--- src/rtl/adc_serial_reader_if.sv ---
// rtl/adc_serial_reader_if.sv - request, ADC serial and sample-output bundle for adc_serial_reader
//
// Signals:
//   clk_in   sample request (reader input)
//   adc_sdo  serial data from the ADC, MSB first (reader input)
//   adc_cnv  conversion-start line to the ADC (reader output)
//   adc_sck  serial clock to the ADC (reader output)
//   Vout     last completed sample, two's complement (reader output)
//   clk_out  new-sample strobe, rising edge = new Vout (reader output)
//   busy     high whenever the reader is not idle (reader output)
//   overrun  sticky flag, a request arrived while busy (reader output)
// Modports: master = the reader, slave = the ADC/request side.

interface adc_serial_reader_if;
    logic               clk_in;
    logic               adc_sdo;
    logic               adc_cnv;
    logic               adc_sck;
    logic signed [19:0] Vout;
    logic               clk_out;
    logic               busy;
    logic               overrun;

    modport master (
        input  clk_in,
        input  adc_sdo,
        output adc_cnv,
        output adc_sck,
        output Vout,
        output clk_out,
        output busy,
        output overrun
    );

    modport slave (
        output clk_in,
        output adc_sdo,
        input  adc_cnv,
        input  adc_sck,
        input  Vout,
        input  clk_out,
        input  busy,
        input  overrun
    );
endinterface

--- src/rtl/adc_serial_reader.sv ---
// rtl/adc_serial_reader.sv - 20-bit serial ADC reader: CNV pulse, SCK shift-in, strobed sample output
//
// Ports:
//   qzt_clk  system clock, all logic on its rising edge
//   reset    synchronous active-high reset
//   bus      adc_serial_reader_if.master (clk_in, adc_sdo in; adc_cnv, adc_sck,
//            Vout, clk_out, busy, overrun out)
// Parameters:
//   CLK_DIV      SCK half-period in qzt_clk cycles (1..255)
//   CONV_CYCLES  CNV high time in qzt_clk cycles (1..4095)
//   OUT_HIGH     clk_out high time in qzt_clk cycles (1..255)

module adc_serial_reader #(
    parameter int CLK_DIV     = 4,
    parameter int CONV_CYCLES = 100,
    parameter int OUT_HIGH    = 4
) (
    input  logic                 qzt_clk,
    input  logic                 reset,
    adc_serial_reader_if.master  bus
);

    typedef enum logic [1:0] {
        IDLE    = 2'd0,
        CONVERT = 2'd1,
        SHIFT   = 2'd2,
        DONE    = 2'd3
    } state_t;

    state_t       state, state_nxt;
    logic         clk_in_old;
    logic         req_edge;

    logic [11:0]  conv_cnt, conv_cnt_nxt;
    logic [7:0]   div_cnt, div_cnt_nxt;
    logic         sck_phase, sck_phase_nxt;   // 0 = low half of the bit, 1 = high half
    logic [4:0]   bit_cnt, bit_cnt_nxt;
    logic [7:0]   out_cnt, out_cnt_nxt;
    logic [19:0]  shift_reg, shift_reg_nxt;

    logic [19:0]  vout_q, vout_nxt;
    logic         cnv_q, cnv_nxt;
    logic         sck_q, sck_nxt;
    logic         clk_out_q, clk_out_nxt;
    logic         busy_q, busy_nxt;
    logic         overrun_q, overrun_nxt;

    assign req_edge = bus.clk_in & ~clk_in_old;

    always_comb begin
        state_nxt     = state;
        conv_cnt_nxt  = conv_cnt;
        div_cnt_nxt   = div_cnt;
        sck_phase_nxt = sck_phase;
        bit_cnt_nxt   = bit_cnt;
        out_cnt_nxt   = out_cnt;
        shift_reg_nxt = shift_reg;
        vout_nxt      = vout_q;
        // Any request edge outside IDLE is dropped and remembered here.
        overrun_nxt   = overrun_q | (req_edge && (state != IDLE));

        case (state)
            IDLE: begin
                if (req_edge) begin
                    state_nxt     = CONVERT;
                    conv_cnt_nxt  = 12'd0;
                    shift_reg_nxt = 20'd0;
                end
            end
            CONVERT: begin
                if (conv_cnt == 12'(CONV_CYCLES - 1)) begin
                    state_nxt     = SHIFT;
                    div_cnt_nxt   = 8'd0;
                    sck_phase_nxt = 1'b0;
                    bit_cnt_nxt   = 5'd0;
                end else begin
                    conv_cnt_nxt = conv_cnt + 12'd1;
                end
            end
            SHIFT: begin
                if (div_cnt == 8'(CLK_DIV - 1)) begin
                    div_cnt_nxt = 8'd0;
                    if (!sck_phase) begin
                        sck_phase_nxt = 1'b1;
                    end else begin
                        sck_phase_nxt = 1'b0;
                        if (bit_cnt == 5'd19) begin
                            // All 20 bits are already in shift_reg (bit 19 was
                            // captured at the start of this high phase).
                            state_nxt   = DONE;
                            out_cnt_nxt = 8'd0;
                            vout_nxt    = shift_reg;
                        end else begin
                            bit_cnt_nxt = bit_cnt + 5'd1;
                        end
                    end
                end else begin
                    div_cnt_nxt = div_cnt + 8'd1;
                end
            end
            DONE: begin
                if (out_cnt == 8'(OUT_HIGH - 1)) begin
                    state_nxt = IDLE;
                end else begin
                    out_cnt_nxt = out_cnt + 8'd1;
                end
            end
            default: state_nxt = IDLE;
        endcase

        // Outputs are decoded from the next state so they switch together with it.
        cnv_nxt     = (state_nxt == CONVERT);
        sck_nxt     = (state_nxt == SHIFT) && sck_phase_nxt;
        clk_out_nxt = (state_nxt == DONE);
        busy_nxt    = (state_nxt != IDLE);

        // Capture sdo on the same edge that drives SCK from low to high.
        if (sck_nxt && !sck_q) begin
            shift_reg_nxt = {shift_reg[18:0], bus.adc_sdo};
        end
    end

    always_ff @(posedge qzt_clk) begin
        if (reset) begin
            state      <= IDLE;
            clk_in_old <= 1'b0;
            conv_cnt   <= 12'd0;
            div_cnt    <= 8'd0;
            sck_phase  <= 1'b0;
            bit_cnt    <= 5'd0;
            out_cnt    <= 8'd0;
            shift_reg  <= 20'd0;
            vout_q     <= 20'd0;
            cnv_q      <= 1'b0;
            sck_q      <= 1'b0;
            clk_out_q  <= 1'b0;
            busy_q     <= 1'b0;
            overrun_q  <= 1'b0;
        end else begin
            state      <= state_nxt;
            clk_in_old <= bus.clk_in;
            conv_cnt   <= conv_cnt_nxt;
            div_cnt    <= div_cnt_nxt;
            sck_phase  <= sck_phase_nxt;
            bit_cnt    <= bit_cnt_nxt;
            out_cnt    <= out_cnt_nxt;
            shift_reg  <= shift_reg_nxt;
            vout_q     <= vout_nxt;
            cnv_q      <= cnv_nxt;
            sck_q      <= sck_nxt;
            clk_out_q  <= clk_out_nxt;
            busy_q     <= busy_nxt;
            overrun_q  <= overrun_nxt;
        end
    end

    assign bus.adc_cnv = cnv_q;
    assign bus.adc_sck = sck_q;
    assign bus.Vout    = vout_q;
    assign bus.clk_out = clk_out_q;
    assign bus.busy    = busy_q;
    assign bus.overrun = overrun_q;

endmodule
--- src/flat_wrapper.sv ---
// flat-port wrapper written by rule: the top's interface ports become plain ports
module adc_serial_reader_flat 
#(
    parameter int CLK_DIV     = 4,
    parameter int CONV_CYCLES = 100,
    parameter int OUT_HIGH    = 4
)
  (qzt_clk, reset, bus_clk_in, bus_adc_sdo, bus_adc_cnv, bus_adc_sck, bus_Vout, bus_clk_out, bus_busy, bus_overrun);
  adc_serial_reader_if bus_i ();
  input  logic qzt_clk;
  input  logic reset;
  input wire logic [$bits(bus_i.clk_in)-1:0] bus_clk_in;
  input wire logic [$bits(bus_i.adc_sdo)-1:0] bus_adc_sdo;
  output wire logic [$bits(bus_i.adc_cnv)-1:0] bus_adc_cnv;
  output wire logic [$bits(bus_i.adc_sck)-1:0] bus_adc_sck;
  output wire logic [$bits(bus_i.Vout)-1:0] bus_Vout;
  output wire logic [$bits(bus_i.clk_out)-1:0] bus_clk_out;
  output wire logic [$bits(bus_i.busy)-1:0] bus_busy;
  output wire logic [$bits(bus_i.overrun)-1:0] bus_overrun;
  assign bus_i.clk_in = bus_clk_in;
  assign bus_i.adc_sdo = bus_adc_sdo;
  assign bus_adc_cnv = bus_i.adc_cnv;
  assign bus_adc_sck = bus_i.adc_sck;
  assign bus_Vout = bus_i.Vout;
  assign bus_clk_out = bus_i.clk_out;
  assign bus_busy = bus_i.busy;
  assign bus_overrun = bus_i.overrun;
  adc_serial_reader #(.CLK_DIV(CLK_DIV), .CONV_CYCLES(CONV_CYCLES), .OUT_HIGH(OUT_HIGH)) u_core (.qzt_clk(qzt_clk), .reset(reset), .bus(bus_i));
endmodule
--- config.mk ---
export PLATFORM = sky130hd
export DESIGN_NAME = adc_serial_reader_flat
export DESIGN_NICKNAME = d
export VERILOG_FILES = /design/src/rtl/adc_serial_reader_if.sv /design/src/rtl/adc_serial_reader.sv /design/src/flat_wrapper.sv
export SDC_FILE = /design/constraint.sdc
export NUM_CORES = 1
export LEC_CHECK = 0
export CAP_MARGIN = 10
export CORE_MARGIN = 2
export CORE_UTILIZATION = 53
export DETAILED_ROUTE_END_ITERATION = 8
export PLACE_DENSITY_LB_ADDON = 0.15
export SYNTH_ARGS = -nofsm -noshare
export SYNTH_HDL_FRONTEND = slang
export SYNTH_SLANG_ARGS = --single-unit
--- constraint.sdc ---
create_clock -name qzt_clk -period 3.11 [get_ports qzt_clk]
set_clock_uncertainty 0.2 [all_clocks]
set_input_delay 0.4665 -clock qzt_clk [delete_from_list [all_inputs] [get_ports qzt_clk]]
set_output_delay 0.4665 -clock qzt_clk [all_outputs]
set_load 0.02 [all_outputs]
==> results of run 1 <==
[placed cells by master, fill, tap and decap left out, drive strengths merged, types with 3 or more instances in the layout]
| cell type | instances |
|---|---|
| ha | 9 |
| nand4 | 12 |
| nor2b | 9 |
| nor4 | 3 |
| a21oi | 34 |
| o21ai | 11 |
| nand2 | 55 |
| dfxtp | 82 |
| xor2 | 6 |
| buf | 12 |
| nand3 | 10 |
| nor4b | 3 |
| and3 | 4 |
| inv | 13 |
| xnor2 | 11 |
| nor2 | 29 |
| or3 | 9 |
| o21bai | 3 |
| nor3 | 6 |
| mux2i | 21 |
| clkdlybuf4s50 | 28 |
| o31ai | 3 |
| nand2b | 38 |
| clkbuf | 10 |
[synthesized netlist by cell type, drive strengths merged (4+ instances only)]
cell	number	area [um^2]
nand2b	38	238
and3	4	25.0
o21ai	11	55.1
xnor2	11	96.3
mux2i	21	210
nor3	6	30.0
xor2	6	52.6
nor2b	9	56.3
nand4	12	75.1
a21oi	34	170
nor2	29	109
or3	9	57.6
buf	4	28.8
dfxtp	82	1640
nand3	10	55.1
inv	11	41.3
clkbuf	15	57.6
nand2	55	206
ha	9	113
[area by class of cell]
cell class                 count  area (um^2)
clock buffer                  10          128
clock inverter                 6         73.8
fill                         606         2480
inverter                      11         41.3
multi-input combinational    307         1940
sequential                    82         1640
tap                           96          120
timing repair buffer          40          370
[metrics by stage]
step | instances | cell area (um^2) | power [uW]
global route | 552 | 4320 | 2020
floorplan | 419 | 3710 | 1150
global placement | 536 | 4120 | 1180
CTS | 552 | 4320 | 1970
finish | 552 | 4320 | 1950
detailed placement | 536 | 4120 | 1180
[cell families after synthesis]
group	after synthesis	synth area share, %
simple gates	194	28.1
flops	82	44.2
compound gates	65	11.1
buf+inv	30	3.44
mux	22	6.07
xor+xnor	17	4.01
fa+ha+maj	9	3.03
[metal layers]
metal	part of all wire [%]	GRT usage, %
met5	0	0
met4	1.7	8.95
met3	3.0	3.49
met2	44	30.4
met1	51	28.0
[where the power goes]
| part | switching, uW | internal, uW |
|---|---|---|
| registers | 4.11 | 1060 |
| clock network | 410 | 381 |
| logic | 61.7 | 36.4 |
| total | 476 | 1470 |
[worst max-delay path: stages (launching register included)]
cell and delay (ps):
dfxtp_1 370, ha_1 230, or4b_4 510, nor2_1 130, ha_1 130, nand3_1 60, o21a_1 130, o21ai_0 100
and4_1 300, buf_4 240, mux2i_1 210
[worst max path at each step]
stage | start | to
after floorplan | u_core.div_cnt[0] | u_core.shift_reg[19]
after global placement | u_core.state[0] | u_core.shift_reg[6]
after detailed placement | u_core.div_cnt[0] | u_core.shift_reg[7]
after CTS | u_core.div_cnt[0] | u_core.shift_reg[7]
after global routing | u_core.div_cnt[1] | u_core.shift_reg[4]
final | u_core.div_cnt[0] | u_core.shift_reg[7]
==> impl_metrics.toml, run 1 <==
[place]
dp_slack_ps = 439
place_congestion = 0.835
port_buffers = 28
dp_hpwl_um = 4870

[critical_path]
cp_max_fo = 10
crit_required_ps = 3200
worst-endpoint-arrival_ps = 2770
path_class = "reg2reg"
timing.rr.start = "u_core.div_cnt[0]"
crit_path_end_kind = "register"
rrSetupSlack_ps = 430
startpoint_type = "register"
r2r_cells = 10
r2r_end = "u_core.shift_reg[7]"

[clocking]
numCtsBuffers = 9
clkTransAtPathRegs_ps = 90
ctsResizeCount = 0
tritoncts = "built"
cts-root-buf = "clkbuf_8"
post_cts_buffers = 0
cts.sinks = 82
clockBufferDepth = 2
h-tree-depth = 3
insertion_delay_ps = 360
cts_hold_buf = 0

[synthesis]
async_flop_share_pct = 0
synthesis.area_um2 = 3710
synth_warnings = 0
syn_inst = 419
synth_top_flop_cell = "dfxtp_1"
synth_edf_count = 0
yosys.cell_types.count = 54
avgSynthCellArea_um2 = 8.86
synth-seq-area-share_pct = 44.2
synth.net_count = 432
ys_seq_elements = 82

[die]
core_area_um2 = 6790
dieHeight_um = 87.7
ios = 29
fp-row-count = 30
start_util_pct = 54.6
die_area_um2 = 7690
die_w_um = 87.7

[global_route]
gr-usage-all-layers_pct = 20.0
grt_max_degree = 23
antenna_found_initial = 0
grt.overflow.total = 0
grt_pass1_wl_um = 12300
first_global_vias = 2756

[timing]
relSlewSlack_pct = 56.8
final_max_slew_viol_count = 0
fmax_mhz = 372
rsz0062_at_grt = "false"
finalHoldViolCount = 0
fin_ws_ps = 425
min_period_ps = 2680
tightest_slew_ps = 643
fin_hold_ws_ps = 248
setup-violations-final = 0
setup_tns_ps = 0
period_share_pct = 86.3

[routing]
wirelength_um = 6990
drt_iter0_markers = 93
firstDrtPassIters = 4
antenna_left = 0
vias = 2925
wl_per_cell_um = 12.7
drcViolationCount = 0
drt-vias-per-instance = 5.30

[power]
power_density_nw_per_um2 = 451
peakVddDrop_v = 0.000266
p_leak_uw = 0.00142

[cells_and_area]
layout-drive-gt1-share_pct = 8.55
area_growth_pct = 16.3
finish.utilization_pct = 63.5
nNetsFinal = 464
antenna_cells = 0

[worst_hold_path]
hp-start = "u_core.shift_reg[15]"
worstHoldPathCells = 2
hold_path_end = "u_core.bus.Vout[15]"
hold_path.class = "reg2reg"

[run]
maxCapViolCount = 0

[run_status]
outcome = "completed"
No activity file was read; power rests on OpenSTA's default activity.
==> run 2, diff against run 1 <==
--- a/config.mk
+++ b/config.mk
@@ -10,6 +10,7 @@
 export CORE_UTILIZATION = 53
 export DETAILED_ROUTE_END_ITERATION = 8
 export PLACE_DENSITY_LB_ADDON = 0.15
+export SLEW_MARGIN = 0
 export SYNTH_ARGS = -nofsm -noshare
 export SYNTH_HDL_FRONTEND = slang
 export SYNTH_SLANG_ARGS = --single-unit
==> results of run 2 <==
Same layout as run 1: the final DEF is identical, and so are final timing and power.
==> run 3, diff against run 2 <==
--- a/config.mk
+++ b/config.mk
@@ -6,8 +6,10 @@
 export NUM_CORES = 1
 export LEC_CHECK = 0
 export CAP_MARGIN = 10
+export CORE_ASPECT_RATIO = 1.25
 export CORE_MARGIN = 2
 export CORE_UTILIZATION = 53
+export CTS_BUF_LIST = sky130_fd_sc_hd__clkbuf_4 sky130_fd_sc_hd__clkbuf_8 sky130_fd_sc_hd__clkbuf_16
 export DETAILED_ROUTE_END_ITERATION = 8
 export PLACE_DENSITY_LB_ADDON = 0.15
 export SLEW_MARGIN = 0
==> run 3 against run 2 <==
  * Clock power shrank 8.3%
  * Worst setup slack gained 25 ps
  * Fmax grew 0.94%
  * Largest cell class unchanged
==> impl_metrics.toml, run 3 (synthesis results as in run 1) <==
[run_status]
outcome = "completed"

[power]
power_density_nw_per_um2 = 437
p_leak_uw = 0.00142
finalPower_uw = 1880
peakVddDrop_v = 0.000343

[die]
core_area_um2 = 6890
ios = 29
start_util_pct = 53.8
die_w_um = 78.8
die_area_um2 = 7690
fp-row-count = 34
dieHeight_um = 97.6

[critical_path]
path_class = "reg2reg"
cp_max_fo = 19
cp_top_family = "simple AND/OR/NAND/NOR gates"
worstPathCellList = "ha_1 -> or4b_4 -> nor2_1 -> ha_1 -> nand3_1 -> o21a_1 -> o21ai_0 -> and4_1 -> buf_12 -> mux2i_1"
cp_slowest_cell = "or4b_4"
crit_path_end_kind = "register"
worst-endpoint-arrival_ps = 2740
crit_buf_inv = 1
startpoint_type = "register"
critPathMaxStageDelay_ps = 510
crit_required_ps = 3190
worst_path_most_repeated_cell = "ha_1"

[global_route]
top_usage_layer = "met2"
grt.overflow.total = 0
met2_usage_pct = 34.9
grt_pass1_wl_um = 12700
first_global_vias = 2967
grt_util_met3_pct = 4.55
gr-usage-all-layers_pct = 20.1
grt_max_degree = 58
gr-usage-met1_pct = 24.0
antenna_found_initial = 0

[cells_and_area]
mostFrequentLayoutCells = "dfxtp_1, nand2_1, nand2b_1"
layout-drive-gt1-share_pct = 8.37
mostFrequentLayoutCell = "dfxtp_1"
fillers = 627
area_growth_pct = 16.0
antenna_cells = 0
fin_cells = 544
nNetsFinal = 462

[routing]
antenna_left = 0
wl_per_cell_um = 13.0
drt_iter0_markers = 106
drcViolationCount = 0
wirelength_um = 7050
vias = 2929
firstDrtPassIters = 4
drt-vias-per-instance = 5.38

[timing]
finalHoldViolCount = 0
setup-violations-final = 0
tightest_slew_ps = 591
min_period_ps = 2660
final_max_slew_viol_count = 0
rsz0062_at_grt = "false"
fmax_mhz = 376
relSlewSlack_pct = 60.1
period_share_pct = 85.5
setup_tns_ps = 0

[clocking]
post_cts_buffers = 0
cts-root-buf = "clkbuf_8"
cts_hold_buf = 0
cts.sinks = 82
tritoncts = "built"
insertion_delay_ps = 360
ctsResizeCount = 0
clockBufferDepth = 2
clkTransAtPathRegs_ps = 90
h-tree-depth = 3
numCtsBuffers = 9

[place]
port_buffers = 28
dp_hpwl_um = 4800
dp_cells = 528
place_congestion = 0.856

[run]
maxCapViolCount = 0

[worst_hold_path]
hold_path.class = "reg2reg"
run 3: cell count changes in the layout (fill, tap and decap cells not counted), sizes merged:
cell / delta
buf: -2
bufinv: -1
clkinv: +2
inv: -1
run 3: path summary, 6_finish.rpt:
kind	from	endpoint	slack, ps	cells past startpoint
worst max-delay path	u_core.div_cnt[0]	u_core.shift_reg[8]	450	10
worst min-delay path	u_core.shift_reg[1]	u_core.bus.Vout[1]	260	2
worst max register to register	u_core.div_cnt[0]	u_core.shift_reg[8]	450	10
worst min register to register	u_core.shift_reg[1]	u_core.bus.Vout[1]	260	2
run 3: metrics by stage:
stage | utilization (%) | hold WS [ps] | setup WS (ps) | cell area [um^2]
detailed placement | 59.7 | 247 | 429 | 4120
floorplan | - | 227 | 484 | 3710
finish | 62.5 | 255 | 450 | 4310
global placement | 59.7 | 243 | 565 | 4120
global route | 62.5 | 263 | 227 | 4310
CTS | 62.5 | 259 | 439 | 4310
run 3: where the power goes:
group | switching [uW] | internal [uW]
registers | 3.76 | 1060
logic | 61.6 | 36.8
clock network | 407 | 318
run 3: routing by layer:
| metal | part of all wire (%) | wire [um] |
|---|---|---|
| met1 | 47 | 3300 |
| met4 | 1.8 | 124 |
| met5 | 0 | 0 |
| met3 | 2.8 | 200 |
| met2 | 49 | 3420 |
run 3: layout make-up:
class                           count  area [um^2]  share of cell area [%]
Inverter                           11         41.3                   0.959
Timing Repair Buffer               38          380                    8.83
Tap cell                           90          113                    2.62
Clock buffer                       10          138                    3.20
Clock inverter                      6         50.0                    1.16
Sequential cell                    82         1640                    38.1
Multi-Input combinational cell    307         1940                    45.1
run 3: tightest hold or removal path: cells and delay by family, from the launching register on:
kind               cells  cell delay [ps]
DFF                    1              320
and+or+nand+nor        1               60
AOI/OAI and AO/OA      1               50
